File: config.mk
export PLATFORM = sky130hd
export DESIGN_NAME = pos_dac_tx
export DESIGN_NICKNAME = d
export VERILOG_FILES = /design/src/rtl/pos_dac_tx.sv
export SDC_FILE = /design/constraint.sdc
export NUM_CORES = 1
export LEC_CHECK = 0
export ABC_CLOCK_PERIOD_IN_PS = 2500
export BUFFER_PORTS_ARGS = -buffer_cell sky130_fd_sc_hd__buf_4
export CORE_MARGIN = 4
export CORE_UTILIZATION = 51
export CTS_CLUSTER_SIZE = 24
export DETAILED_ROUTE_END_ITERATION = 8
export HOLD_SLACK_MARGIN = 0.08
export PLACE_DENSITY_LB_ADDON = 0.15
export SKIP_LAST_GASP = 1
export SYNTH_ARGS = -nofsm -noshare
export SYNTH_HDL_FRONTEND = slang
export SYNTH_SLANG_ARGS = --single-unit
File: constraint.sdc
create_clock -name clk_dac -period 2.5 [get_ports clk_dac]
set_input_delay 0.125 -clock clk_dac [delete_from_list [all_inputs] [get_ports clk_dac]]
set_output_delay 0.125 -clock clk_dac [all_outputs]
set_load 0.02 [all_outputs]
File: src/rtl/pos_dac_tx.sv
// pos_dac_tx: serialises the 16-bit position-loop DAC code as a 24-bit
// {command, code} SPI-style frame. Frames are sent on a code change or a
// forced update. A minimum sync_n high gap is enforced between frames.
module pos_dac_tx #(
  parameter int          CLK_DIV  = 2,
  parameter int          HOLD_CYC = 4,
  parameter logic [7:0]  DAC_CMD  = 8'h00
) (
  input  logic        clk_dac,
  input  logic        sys_rstn,
  input  logic        dac_enable,
  input  logic [15:0] pos_dac,
  input  logic        force_update,
  output logic        dac_sync_n,
  output logic        dac_sclk,
  output logic        dac_din,
  output logic        dac_busy,
  output logic        dac_done,
  output logic [15:0] dac_frame_cnt
);

  typedef enum logic [2:0] {
    S_IDLE,
    S_SETUP,
    S_SHIFT,
    S_TAIL,
    S_HOLD
  } state_t;

  // Down-counter reload values; a phase ends when the counter reaches zero.
  localparam logic [7:0] DIV_LD  = 8'(CLK_DIV - 1);
  localparam logic [7:0] HOLD_LD = 8'(HOLD_CYC - 1);

  state_t      r_state,     w_state_next;
  logic [7:0]  r_div_cnt,   w_div_cnt_next;
  logic [4:0]  r_bit_cnt,   w_bit_cnt_next;
  logic [23:0] r_frame,     w_frame_next;
  logic [15:0] r_last_sent, w_last_sent_next;
  logic        r_pending,   w_pending_next;
  logic        r_sync_n,    w_sync_n_next;
  logic        r_sclk,      w_sclk_next;
  logic        r_din,       w_din_next;
  logic        r_busy,      w_busy_next;
  logic        r_done,      w_done_next;
  logic [15:0] r_frame_cnt, w_frame_cnt_next;

  logic        w_code_diff;
  logic        w_req;
  logic [4:0]  w_bit_dn;

  // Next-state and output logic; every output is registered so the
  // serial pins are glitch-free.
  always_comb begin
    w_state_next     = r_state;
    w_div_cnt_next   = r_div_cnt;
    w_bit_cnt_next   = r_bit_cnt;
    w_frame_next     = r_frame;
    w_last_sent_next = r_last_sent;
    w_sync_n_next    = r_sync_n;
    w_sclk_next      = r_sclk;
    w_din_next       = r_din;
    w_busy_next      = r_busy;
    w_done_next      = 1'b0;
    w_frame_cnt_next = r_frame_cnt;
    w_bit_dn         = r_bit_cnt - 5'd1;

    w_code_diff = (pos_dac != r_last_sent);
    w_req       = dac_enable && (r_pending || w_code_diff);

    // A strobe or a code change seen while a frame is in flight is remembered
    // so that one more frame follows; the in-flight frame is never altered.
    w_pending_next = r_pending | force_update | (r_busy & w_code_diff);

    case (r_state)
      S_IDLE: begin
        if (w_req) begin
          w_state_next     = S_SETUP;
          w_frame_next     = {DAC_CMD, pos_dac};
          w_last_sent_next = pos_dac;
          // A strobe coincident with acceptance still earns an extra frame.
          w_pending_next   = force_update;
          w_sync_n_next    = 1'b0;
          w_din_next       = DAC_CMD[7];
          w_busy_next      = 1'b1;
          w_div_cnt_next   = DIV_LD;
        end
      end

      S_SETUP: begin
        if (r_div_cnt == 8'd0) begin
          // First rising edge carries bit 23, already on din.
          w_state_next   = S_SHIFT;
          w_sclk_next    = 1'b1;
          w_bit_cnt_next = 5'd23;
          w_div_cnt_next = DIV_LD;
        end else begin
          w_div_cnt_next = r_div_cnt - 8'd1;
        end
      end

      S_SHIFT: begin
        if (r_div_cnt != 8'd0) begin
          w_div_cnt_next = r_div_cnt - 8'd1;
        end else if (r_sclk) begin
          // Falling edge: the DAC samples din here.
          w_sclk_next    = 1'b0;
          w_div_cnt_next = DIV_LD;
        end else if (r_bit_cnt == 5'd0) begin
          w_state_next   = S_TAIL;
          w_div_cnt_next = DIV_LD;
        end else begin
          // Rising edge for the next bit: din moves together with sclk.
          w_sclk_next    = 1'b1;
          w_bit_cnt_next = w_bit_dn;
          w_din_next     = r_frame[w_bit_dn];
          w_div_cnt_next = DIV_LD;
        end
      end

      S_TAIL: begin
        if (r_div_cnt == 8'd0) begin
          w_state_next     = S_HOLD;
          w_sync_n_next    = 1'b1;
          w_din_next       = 1'b0;
          w_done_next      = 1'b1;
          w_frame_cnt_next = r_frame_cnt + 16'd1;
          w_div_cnt_next   = HOLD_LD;
        end else begin
          w_div_cnt_next = r_div_cnt - 8'd1;
        end
      end

      S_HOLD: begin
        if (r_div_cnt == 8'd0) begin
          w_state_next = S_IDLE;
          w_busy_next  = 1'b0;
        end else begin
          w_div_cnt_next = r_div_cnt - 8'd1;
        end
      end

      default: begin
        w_state_next  = S_IDLE;
        w_sync_n_next = 1'b1;
        w_sclk_next   = 1'b0;
        w_din_next    = 1'b0;
        w_busy_next   = 1'b0;
      end
    endcase
  end

  // State register; reset aborts any frame at once and arms a power-up frame.
  always_ff @(posedge clk_dac or negedge sys_rstn) begin
    if (!sys_rstn) begin
      r_state     <= S_IDLE;
      r_div_cnt   <= 8'd0;
      r_bit_cnt   <= 5'd0;
      r_frame     <= 24'd0;
      r_last_sent <= 16'h8000;
      r_pending   <= 1'b1;
      r_sync_n    <= 1'b1;
      r_sclk      <= 1'b0;
      r_din       <= 1'b0;
      r_busy      <= 1'b0;
      r_done      <= 1'b0;
      r_frame_cnt <= 16'd0;
    end else begin
      r_state     <= w_state_next;
      r_div_cnt   <= w_div_cnt_next;
      r_bit_cnt   <= w_bit_cnt_next;
      r_frame     <= w_frame_next;
      r_last_sent <= w_last_sent_next;
      r_pending   <= w_pending_next;
      r_sync_n    <= w_sync_n_next;
      r_sclk      <= w_sclk_next;
      r_din       <= w_din_next;
      r_busy      <= w_busy_next;
      r_done      <= w_done_next;
      r_frame_cnt <= w_frame_cnt_next;
    end
  end

  assign dac_sync_n    = r_sync_n;
  assign dac_sclk      = r_sclk;
  assign dac_din       = r_din;
  assign dac_busy      = r_busy;
  assign dac_done      = r_done;
  assign dac_frame_cnt = r_frame_cnt;

endmodule

; Word level (Yosys, flattened, before mapping)
; Cells that the tools add are included.
[word_totals]
regBits = 70
in_bits = 20
output_inout_bits = 21
wordCells = 97
[op_classes]
n_addsub = 3
order_cmp = 1
eq_ne = 14
mux = 39
n_bitwise = 7
reduce_logical = 21
[op_table]
columns = cell, n
row1 = $mux W8, 5
row2 = $pmux W8 S5, 1
row3 = $mux W3, 7
row4 = $mux W5, 4
row5 = $ne A2 B2 Y1 const B, 9
row6 = $add A16 B1 Y16 const B, 1
row7 = $ne A16 B16 Y1, 1
row8 = $mux W1, 15
row9 = $pmux W3 S5, 1
row10 = $reduce_and A3 Y1, 4
row11 = $pmux W5 S2, 1
row12 = $pmux W1 S3, 3
row13 = $reduce_or A3 Y1, 3
row14 = $logic_not A8 Y1, 1
row15 = $reduce_bool A8 Y1, 1
row16 = $sub A8 B1 Y8 const B, 1
row17 = $reduce_and A7 Y1, 1
row18 = $eq A3 B2 Y1 const B, 2
row19 = $lt A5 B6 Y1 const B, 1
row20 = $reduce_and A6 Y1, 1
row21 = $bmux W1 S5, 1
row22 = $logic_not A5 Y1, 1
row23 = $reduce_and A5 Y1, 1
row24 = $reduce_bool A5 Y1, 1
row25 = 13 further kinds, 18

; Longest topological paths before layout
; Gate-level depths: netlist of the first run.
[depth]
word_depth = 7
depth_mapped = 10

; Worst setup path before layout of the first run
; Ideal clock, no wire load.
[synth_path]
kind = reg-to-reg
from = reg r_bit_cnt[0]
to = reg r_din (netlist: dac_din)
setup_ns = 0.079
arrival_time_ns = 1.935
required_time_ns = 2.421
path_slack_ns = 0.486
stages_incl_launch_ff = 10
cell_sequence = dfrtp_1 buf_2 inv_1 ha_1 or4b_2 nor2_1 o21ai_0 a21o_1 o211ai_1 mux2i_1
[synth_via]
elab_chain_cells = 7
[synth_lines]
columns = element, line_no
row1 = "start, declared", 36  ; logic [4:0] r_bit_cnt, w_bit_cnt_next;
row2 = "start signal, assigned", 170  ; r_bit_cnt <= w_bit_cnt_next;
row3 = $sub A5 B1 Y5, 65  ; w_bit_dn = r_bit_cnt - 5'd1;
row4 = $bmux W1 S5, 115  ; w_din_next = r_frame[w_bit_dn];
row5 = $mux W1 (not written as such), 115
row6 = $mux W1, 108  ; end else if (r_bit_cnt == 5'd0) begin
row7 = $mux W1, 104  ; end else if (r_sclk) begin
row8 = $mux W1, 102  ; if (r_div_cnt != 8'd0) begin
row9 = $pmux W1 S4, 74  ; case (r_state)
row10 = "end signal, assigned", 176  ; r_din <= w_din_next;
row11 = "end, declared", 42  ; logic r_din, w_din_next;
; Parallel ways exist; a longest one is shown, timed or not. The select of a mux whose other input is x is not followed.
; A chain may end at the register's enable or synchronous reset.

; Worst setup path after layout of the first run
[layout_path]
from = in pos_dac[7]
to = reg r_last_sent[9]
[layout_via]
elab_chain_cells = 4
[layout_lines]
columns = element, line_no
row1 = "start, declared", 12  ; input logic [15:0] pos_dac,
row2 = $ne A16 B16 Y1, 67  ; w_code_diff = (pos_dac != r_last_sent);
row3 = $logic_or A1 B1 Y1, 68  ; w_req = dac_enable && (r_pending || w_code_diff);
row4 = $logic_and A1 B1 Y1, 68
row5 = $reduce_and A2 Y1 (no source line), -
row6 = "end signal, assigned", 172  ; r_last_sent <= w_last_sent_next;
row7 = "end, declared", 38  ; logic [15:0] r_last_sent, w_last_sent_next;
; Every way passes these cells.

==> results.json, run 1 <==
{
  "status": "completed",
  "ir_worst_vdd_mv": 0.264,
  "async_flop_share_pct": 100,
  "final_util_pct": 65.5,
  "seq_power_share_pct": 56.1,
  "synth_top_family_by_area": "simple AND/OR/NAND/NOR gates",
  "synth-adder-area-share_pct": 2.08,
  "p_sw_share_pct": 22.0,
  "worst_pin_slew_ps": 678,
  "grt_remaining_overflow": 0,
  "grt_pass1_vias": 2260,
  "yosys.area_share.xor_xnor_pct": 10.5,
  "vias": 2207,
  "port_buffers": 40,
  "ant_nets": 0,
  "initial_utilization_pct": 53.5,
  "max_freq_mhz": 451,
  "synth_cells": 275,
  "antenna_found_initial": 0,
  "ys.flop_type": "dfrtp_1",
  "cp_max_fo": 19,
  "grt_util_met3_pct": 2.85,
  "die_h_um": 84.7,
  "top_usage_layer": "met2",
  "die_x_um": 84.7,
  "core-area_um2": 5610,
  "met2_usage_pct": 29.9,
  "grt_pass1_wl_um": 10400,
  "switching_power_mw": 0.348,
  "combPwrFrac_pct": 5.1,
  "drtIter0Drc": 136,
  "drc_errors": 0,
  "yosys_warnings": 0,
  "synth_compound_area_share_pct": 9.38,
  "synthMuxAreaShare_pct": 12.3,
  "synth-simple-area-share_pct": 16.6,
  "drive_gt1_share_pct": 28.0,
  "fin_nets": 360,
  "rsz0062_at_grt": "false",
  "wl_um": 5800,
  "hold_viol": 0,
  "use_met1_pct": 24.1,
  "dp_hpwl_um": 4110,
  "cp-end-kind": "register",
  "avgSynthCellArea_um2": 10.9,
  "grt_max_degree": 56,
  "cts_buffer_depth": 2,
  "final.min_clock_period_ps": 2220,
  "synth-seq-cells": 55,
  "cts.sinks": 55,
  "firstDrtPassIters": 4,
  "rows": 27,
  "cts_tree": "done",
  "vias_per_cell": 5.41,
  "htree_levels": 2,
  "yosys.area.top_type_share_pct": 43.4,
  "p_per_area_nw_per_um2": 432,
  "grt_usage_pct": 17.9,
  "ys_seq_area_share_pct": 46.0,
  "clock_skew_ps": 5.51,
  "syn_nets": 300,
  "ios": 41,
  "crit_required_ps": 2700,
  "cts-buffers-inserted": 5,
  "final_area_um2": 3670,
  "tns_ps": 0,
  "syn_area_um2": 3000,
  "path_clk_slew_ps": 100,
  "area_growth_pct": 22.3,
  "maxSlewHeadroom_pct": 54.8,
  "dieArea_um2": 7180,
  "setup_viol": 0,
  "clockRootBuffer": "clkbuf_8",
  "yosysTopAreaCell": "dfrtp_1",
  "start_kind": "input pin",
  "antennaDiodeCount": 0,
  "p_leak_nw": 1.80,
  "period_share_pct": 88.7,
  "maxCapViolCount": 0,
  "yosysUniqueCellTypes": 51,
  "synth-edff-count": 0,
  "clk_latency_ps": 310,
  "routedWlPerCell_um": 14.2,
  "place_congestion": 0.855,
  "hold_path.class": "in2reg",
  "clockPowerShare_pct": 38.8,
  "postPlaceCellArea_um2": 3370,
  "internal-power_mw": 1.24,
  "crit_type": "in2reg",
  "cp.arrival_ps": 2420,
  "slew_violations": 0,
  "synthTopCellsByArea": "dfrtp_1 43%, mux2_2 7.9%, xor2_1 6.7%, mux4_2 3.8%, xnor2_1 3.2%"
}
-- routing by layer --
layer  vias to the layer above  routed length (um)
met3                         7                 234
met2                        42                2740
met5                         -                   0
met4                         0                  76
met1                      1057                2750
li1                       1101                   -
-- final timing paths --
check | from | end | slack [ps] | depth (start not counted)
max | pos_dac[7] | r_last_sent[9] | 280 | 8
min | dac_enable | r_state[0] | 190 | 3
max reg2reg | r_last_sent[15] | r_last_sent[9] | 310 | 6
min reg2reg | dac_frame_cnt[15] | dac_frame_cnt[15] | 470 | 1
max in group asynchronous | sys_rstn | dac_frame_cnt[15] | 1660 | 2
min in group asynchronous | sys_rstn | r_bit_cnt[4] | 380 | 2
-- registers in the layout, indices dropped and copies added (netlist names) --
register / count
dac_busy: 1
dac_din: 1
dac_done: 1
dac_frame_cnt: 16
dac_sclk: 1
dac_sync_n: 1
r_bit_cnt: 5
r_div_cnt: 8
r_frame: 1
r_last_sent: 16
r_pending: 1
r_state: 3
-- cells by family (layout without fill, tap and decap cells) --
| kind of cell | after synthesis | in the layout |
|---|---|---|
| flops | 55 | 55 |
| buf+inv | 19 | 80 |
| mux | 28 | 28 |
| simple gates | 89 | 89 |
| fa+ha+maj | 5 | 5 |
| xor+xnor | 35 | 35 |
| compound gates | 44 | 44 |
-- per-stage QoR --
stage / setup slack, ps / hold slack (ps) / power [mW] / instances
2_1_floorplan: 486 / -171 / 0.917 / 275
5_1_grt: 110 / 237 / 1.66 / 408
3_5_place_dp: 210 / 216 / 0.967 / 382
3_3_place_gp: 261 / 224 / 0.967 / 382
6_report: 283 / 187 / 1.59 / 408
4_1_cts: 187 / 167 / 1.61 / 408
-- area by class of cell --
cell class                      instances  area, um^2
Timing Repair Buffer                   63         518
Fill cell                             452        1940
Inverter                                9        33.8
Sequential cell                        55        1380
Multi-Input combinational cell        201        1530
Tap cell                               72        90.1
Clock inverter                          3        47.5
Clock buffer                            5        68.8
-- cells in the mapped netlist (3+ instances only) --
library cell,count
a21oi_1,11
and4_1,3
inv_1,9
and2_1,4
mux4_2,5
nand2b_1,3
dfstp_2,3
ha_1,5
xnor2_1,11
nor2_1,21
clkbuf_1,5
xor2_1,23
nand2_1,20
nand4_1,4
o21ai_0,9
a31oi_1,8
mux2_2,21
dfrtp_1,52
nor3_1,4
nand3_1,6
nor4_1,4
and3_1,3
nand3_2,3
-- power by group through the flow --
stage / Clock (mW) / Combinational, mW / Sequential, mW
floorplan: 0 / 0.0100 / 0.907
global placement: 0 / 0.0602 / 0.907
detailed placement: 0 / 0.0602 / 0.907
CTS: 0.637 / 0.0824 / 0.889
global route: 0.675 / 0.0922 / 0.890
finish: 0.616 / 0.0808 / 0.889
-- repair_timing --
| action | CTS | global route |
|---|---|---|
| setup endpoints to repair | 0 | 2 |
| resized for setup | 0 | 1 |
| hold buffers | 18 | 0 |
| buffers inserted | 0 | 0 |
| endpoints found under the hold margin | 70 | 0 |
-- critical path, cell delays in order --
cell           delay [ps]
dlygate4sd3_1         550
buf_4                 150
xor2_1                150
nor4_1                330
nand4_1               170
or2_1                 300
nand3_4               260
mux2_2                380
-- placed cells by master (no fill, tap or decap), types with 5 or more instances in the layout --
master / count
nand3_1: 6
a21oi_1: 11
dlygate4sd3_1: 18
nand2_1: 20
xnor2_1: 11
clkbuf_8: 5
inv_1: 9
buf_4: 45
a31oi_1: 8
nor2_1: 21
o21ai_0: 9
mux2_2: 21
dfrtp_1: 52
xor2_1: 23
mux4_2: 5
ha_1: 5
(Power assumes the default switching activity.)
==> run 2, diff against run 1 <==
Settings changed: CTS_CLUSTER_SIZE 24 to 28, RECOVER_POWER set to 25.
==> run 2 against run 1 <==
Against the previous run: power about the same; sequential share of layout area hardly changed; hold slack gained 6.5 ps; register-to-register slack barely moved; maximum frequency barely moved; cell area hardly changed; die area is the same; non-clock buffer count unchanged; combinational power shrank 0.6%; count of clock-buffer cells in the layout unchanged; via count is the same; critical path type unchanged; critical endpoint unchanged; largest power group unchanged.
==> results.json, run 2 (synthesis gave the netlist of run 1 again) <==
{
  "rows": 27,
  "grt_pass1_wl_um": 10400,
  "ir_worst_vdd_mv": 0.264,
  "cp.arrival_ps": 2420,
  "vias_per_cell": 5.41,
  "slew_violations": 0,
  "mostFrequentLayoutCell": "dfrtp_1",
  "dp_cells": 382,
  "period_share_pct": 88.7,
  "final_cell_mix": "52 x dfrtp_1, 44 x buf_4, 23 x xor2_1",
  "setup_viol": 0,
  "maxSlewHeadroom_pct": 12.0,
  "tns_ps": 0,
  "min_delay_path_depth": 3,
  "reg2reg_from": "r_last_sent[15]",
  "fin_nets": 360,
  "timing.rr.end": "r_last_sent[9]",
  "rsz0062_at_grt": "false",
  "ios": 41,
  "postPlaceCellArea_um2": 3370,
  "drtIter0Drc": 151,
  "r2r_cells": 6,
  "cp_max_fo": 19,
  "antennaDiodeCount": 0,
  "grt_max_degree": 56,
  "drive_gt1_share_pct": 28.0,
  "start_kind": "input pin",
  "min-delay-start": "dac_enable",
  "core-area_um2": 5610,
  "clk_latency_ps": 310,
  "place_congestion": 0.855,
  "min_to": "r_state[0]",
  "maxCapViolCount": 0,
  "vias": 2207,
  "port_buffers": 40,
  "die_x_um": 84.7,
  "dieArea_um2": 7180,
  "hold_viol": 0,
  "firstDrtPassIters": 4,
  "area_growth_pct": 22.3,
  "reg2reg_slack_ps": 310,
  "clock_skew_ps": 5.50,
  "antenna_found_initial": 0,
  "p_leak_nw": 1.80,
  "crit_required_ps": 2700,
  "grt_usage_pct": 17.9,
  "hold_path.class": "in2reg",
  "clockRootBuffer": "clkbuf_8",
  "final.min_clock_period_ps": 2220,
  "p_per_area_nw_per_um2": 432,
  "cp-end-kind": "register",
  "cts_buffer_depth": 2,
  "cts_tree": "done",
  "cts.sinks": 55,
  "ant_nets": 0,
  "routedWlPerCell_um": 14.2,
  "dp_hpwl_um": 4110,
  "crit_type": "in2reg",
  "path_clk_slew_ps": 100,
  "final_area_um2": 3670,
  "status": "completed",
  "grt_pass1_vias": 2260,
  "final_util_pct": 65.4,
  "htree_levels": 2,
  "drc_errors": 0,
  "layoutNonFillerInstCount": 408,
  "wl_um": 5810,
  "max_freq_mhz": 451,
  "worst_pin_slew_ps": 1320,
  "grt_remaining_overflow": 0,
  "initial_utilization_pct": 53.5,
  "die_h_um": 84.7,
  "hold_ws_ps": 194,
  "cts-buffers-inserted": 5
}
-- run 2: cell count changes in the layout (fill, tap and decap cells not counted), sizes merged --
cell / change
buf: -1
clkbuf: +1
-- run 2: how the worst max path moves through the flow --
| stage | from | endpoint | slack, ps | depth (start not counted) |
|---|---|---|---|---|
| after floorplan | r_bit_cnt[0] | dac_din | 490 | 9 |
| after CTS | pos_dac[15] | r_last_sent[9] | 190 | 8 |
| after detailed placement | r_last_sent[15] | r_last_sent[9] | 210 | 6 |
| final | pos_dac[7] | r_last_sent[9] | 280 | 8 |
| after global routing | pos_dac[1] | r_last_sent[2] | 110 | 8 |
| after global placement | r_last_sent[15] | r_last_sent[12] | 260 | 6 |
-- run 2: power by group --
part / internal [mW] / switching, mW
Clock: 0.304 / 0.311
Combinational: 0.0434 / 0.0369
Sequential: 0.889 / 0
Total: 1.24 / 0.348
-- run 2: cell type report --
cell class	instances	area (um^2)
Multi-Input combinational cell	201	1530
Fill cell	453	1940
Timing Repair Buffer	63	515
Inverter	9	33.8
Clock buffer	5	68.8
Tap cell	72	90.1
Sequential cell	55	1380
Clock inverter	3	47.5
-- run 2: timing repair --
item	in CTS	in global routing
buffers inserted	0	0
hold buffers	18	0
resized for setup	0	1
setup endpoints to repair	0	2
hold endpoints to repair	70	0
-- run 2: worst max-delay path, stage by stage --
cell and delay, ps:
dlygate4sd3_1 550, buf_4 150, xor2_1 150, nor4_1 330, nand4_1 170, or2_1 300, nand3_4 260, mux2_2 380
-- run 2: layer usage --
layer	vias to the layer above	wire [um]	track usage, %
met2	40	2750	29.9
li1	1099	-	-
met4	0	76	5.18
met3	7	216	2.85
met1	1061	2770	24.1
met5	-	0	0
-- run 2: stage by stage --
stage / setup WS (ps) / power (mW)
after global placement: 261 / 0.967
after global routing: 110 / 1.66
final: 282 / 1.59
after detailed placement: 210 / 0.967
after floorplan: 486 / 0.917
after CTS: 187 / 1.61
==> run 3, diff against run 2 <==
Settings changed: SETUP_SLACK_MARGIN set to 0.5.
==> run 3 against run 2 <==
Against the previous run: largest cell class unchanged; critical path depth is the same; largest power group unchanged; cell count grew 3.9%; flip-flop and latch count is the same; critical path type unchanged; clock power shrank 12%; count of clock-buffer cells in the layout is the same; power shrank 4.0%; clock skew grew 5.5 ps; maximum frequency grew 7.3%; non-clock buffer count grew 14; via count grew 7.8%; global-route usage grew 1.6 points.
==> results.json, run 3 (synthesis gave the netlist of run 1 again) <==
{
  "p_leak_nw": 1.88,
  "rsz0062_at_grt": "true",
  "dp_cells": 383,
  "worst_pin_slew_ps": 1380,
  "cp.arrival_ps": 2280,
  "cts_buffer_depth": 2,
  "crit_required_ps": 2710,
  "hold_viol": 0,
  "drc_errors": 0,
  "reg2reg_from": "r_last_sent[9]",
  "cts_tree": "done",
  "status": "completed",
  "drive_gt1_share_pct": 37.2,
  "drtIter0Drc": 105,
  "grt_remaining_overflow": 0,
  "r2r_cells": 6,
  "grt_usage_pct": 19.5,
  "p_total_mw": 1.52,
  "routedWlPerCell_um": 15.9,
  "final.min_clock_period_ps": 2070,
  "cp-end-kind": "register",
  "start_kind": "input pin",
  "fin_nets": 376,
  "maxCapViolCount": 0,
  "ios": 41,
  "wl_um": 6750,
  "area_growth_pct": 30.9,
  "clock_skew_ps": 11.0,
  "ir_worst_vdd_mv": 0.331,
  "reg2reg_slack_ps": 470,
  "path_clk_slew_ps": 110,
  "hold_ws_ps": 230,
  "clockRootBuffer": "clkbuf_8",
  "antenna_found_initial": 0,
  "grt_pass1_vias": 2340,
  "core-area_um2": 5610,
  "fin_ws_ps": 434,
  "place_congestion": 0.855,
  "final_cell_mix": "56 x buf_4, 50 x dfrtp_1, 23 x xor2_1",
  "cts-buffers-inserted": 5,
  "p_per_area_nw_per_um2": 387,
  "setup_viol": 0,
  "cp_max_fo": 9,
  "firstDrtPassIters": 4,
  "port_buffers": 40,
  "timing.rr.end": "r_last_sent[10]",
  "min_delay_path_depth": 3,
  "dieArea_um2": 7180,
  "antennaDiodeCount": 0,
  "die_x_um": 84.7,
  "slew_violations": 0,
  "vias_per_cell": 5.61,
  "mostFrequentLayoutCell": "buf_4",
  "initial_utilization_pct": 53.5,
  "maxSlewHeadroom_pct": 7.96,
  "clk_latency_ps": 320,
  "dp_hpwl_um": 4310,
  "tns_ps": 0,
  "htree_levels": 2,
  "max_freq_mhz": 484,
  "rows": 27,
  "place_ws_ps": 313,
  "grt_pass1_wl_um": 11300,
  "grt_max_degree": 56,
  "ant_nets": 0,
  "min_to": "r_state[0]",
  "cts.sinks": 55,
  "crit_type": "in2reg",
  "min-delay-start": "dac_enable",
  "period_share_pct": 82.6,
  "layoutNonFillerInstCount": 424,
  "hold_path.class": "in2reg",
  "die_h_um": 84.7,
  "vias": 2380
}
run 3: changes by cell type in the layout (fill, tap and decap cells not counted), sizes merged:
cell	change
buf	+14
bufinv	-1
inv	+2
clkinv	-1
nand3	+2
run 3: through the flow:
stage,utilization (%),cell area [um^2]
finish,70.1,3930
global route,70.1,3930
CTS,66.7,3740
detailed placement,60.3,3380
global placement,60.3,3380
floorplan,-,3010
run 3: what timing repair did:
item                                   4_1_cts  5_1_grt
setup endpoints to repair                   31       44
hold buffers                                18        0
endpoints found under the hold margin       70        0
gates resized for setup                      9       32
gates cloned                                 2        0
buffers inserted                             3       10
pin swaps                                    4        4
run 3: worst max-delay path by stage:
stage / start / end / slack, ps / cells past startpoint
after floorplan: r_bit_cnt[0] / dac_din / 500 / 9
after global placement: r_last_sent[7] / r_last_sent[12] / 370 / 6
after detailed placement: r_last_sent[15] / r_last_sent[8] / 310 / 6
after CTS: r_div_cnt[0] / dac_frame_cnt[15] / 470 / 9
after global routing: pos_dac[4] / r_last_sent[11] / 350 / 8
final: pos_dac[4] / r_last_sent[10] / 430 / 8
run 3: critical path, stage by stage:
cell,delay [ps]
dlygate4sd3_1,540
buf_4,140
xor2_1,170
nor4_2,290
nand4_1,190
or2_4,320
nand3_4,150
mux2_2,350
run 3: per-layer routing:
metal	up-vias	track usage [%]	part of all wire (%)
li1	1140	-	-
met2	49	30.2	49
met5	-	0	0
met3	11	4.81	3.7
met1	1180	27.0	46
met4	0	6.47	1.6
run 3: area by class of cell:
cell class | count | area (um^2)
Inverter | 9 | 33.8
Fill cell | 435 | 1680
Tap cell | 72 | 90.1
Clock buffer | 5 | 68.8
Clock inverter | 3 | 28.8
Sequential cell | 55 | 1380
Timing Repair Buffer | 77 | 628
Multi-Input combinational cell | 203 | 1700
run 3: where the power goes:
part	switching [mW]	internal [mW]	leakage [nW]
Clock	0.332	0.212	0.0511
Combinational	0.0430	0.0444	1.11
Sequential	0	0.889	0.714
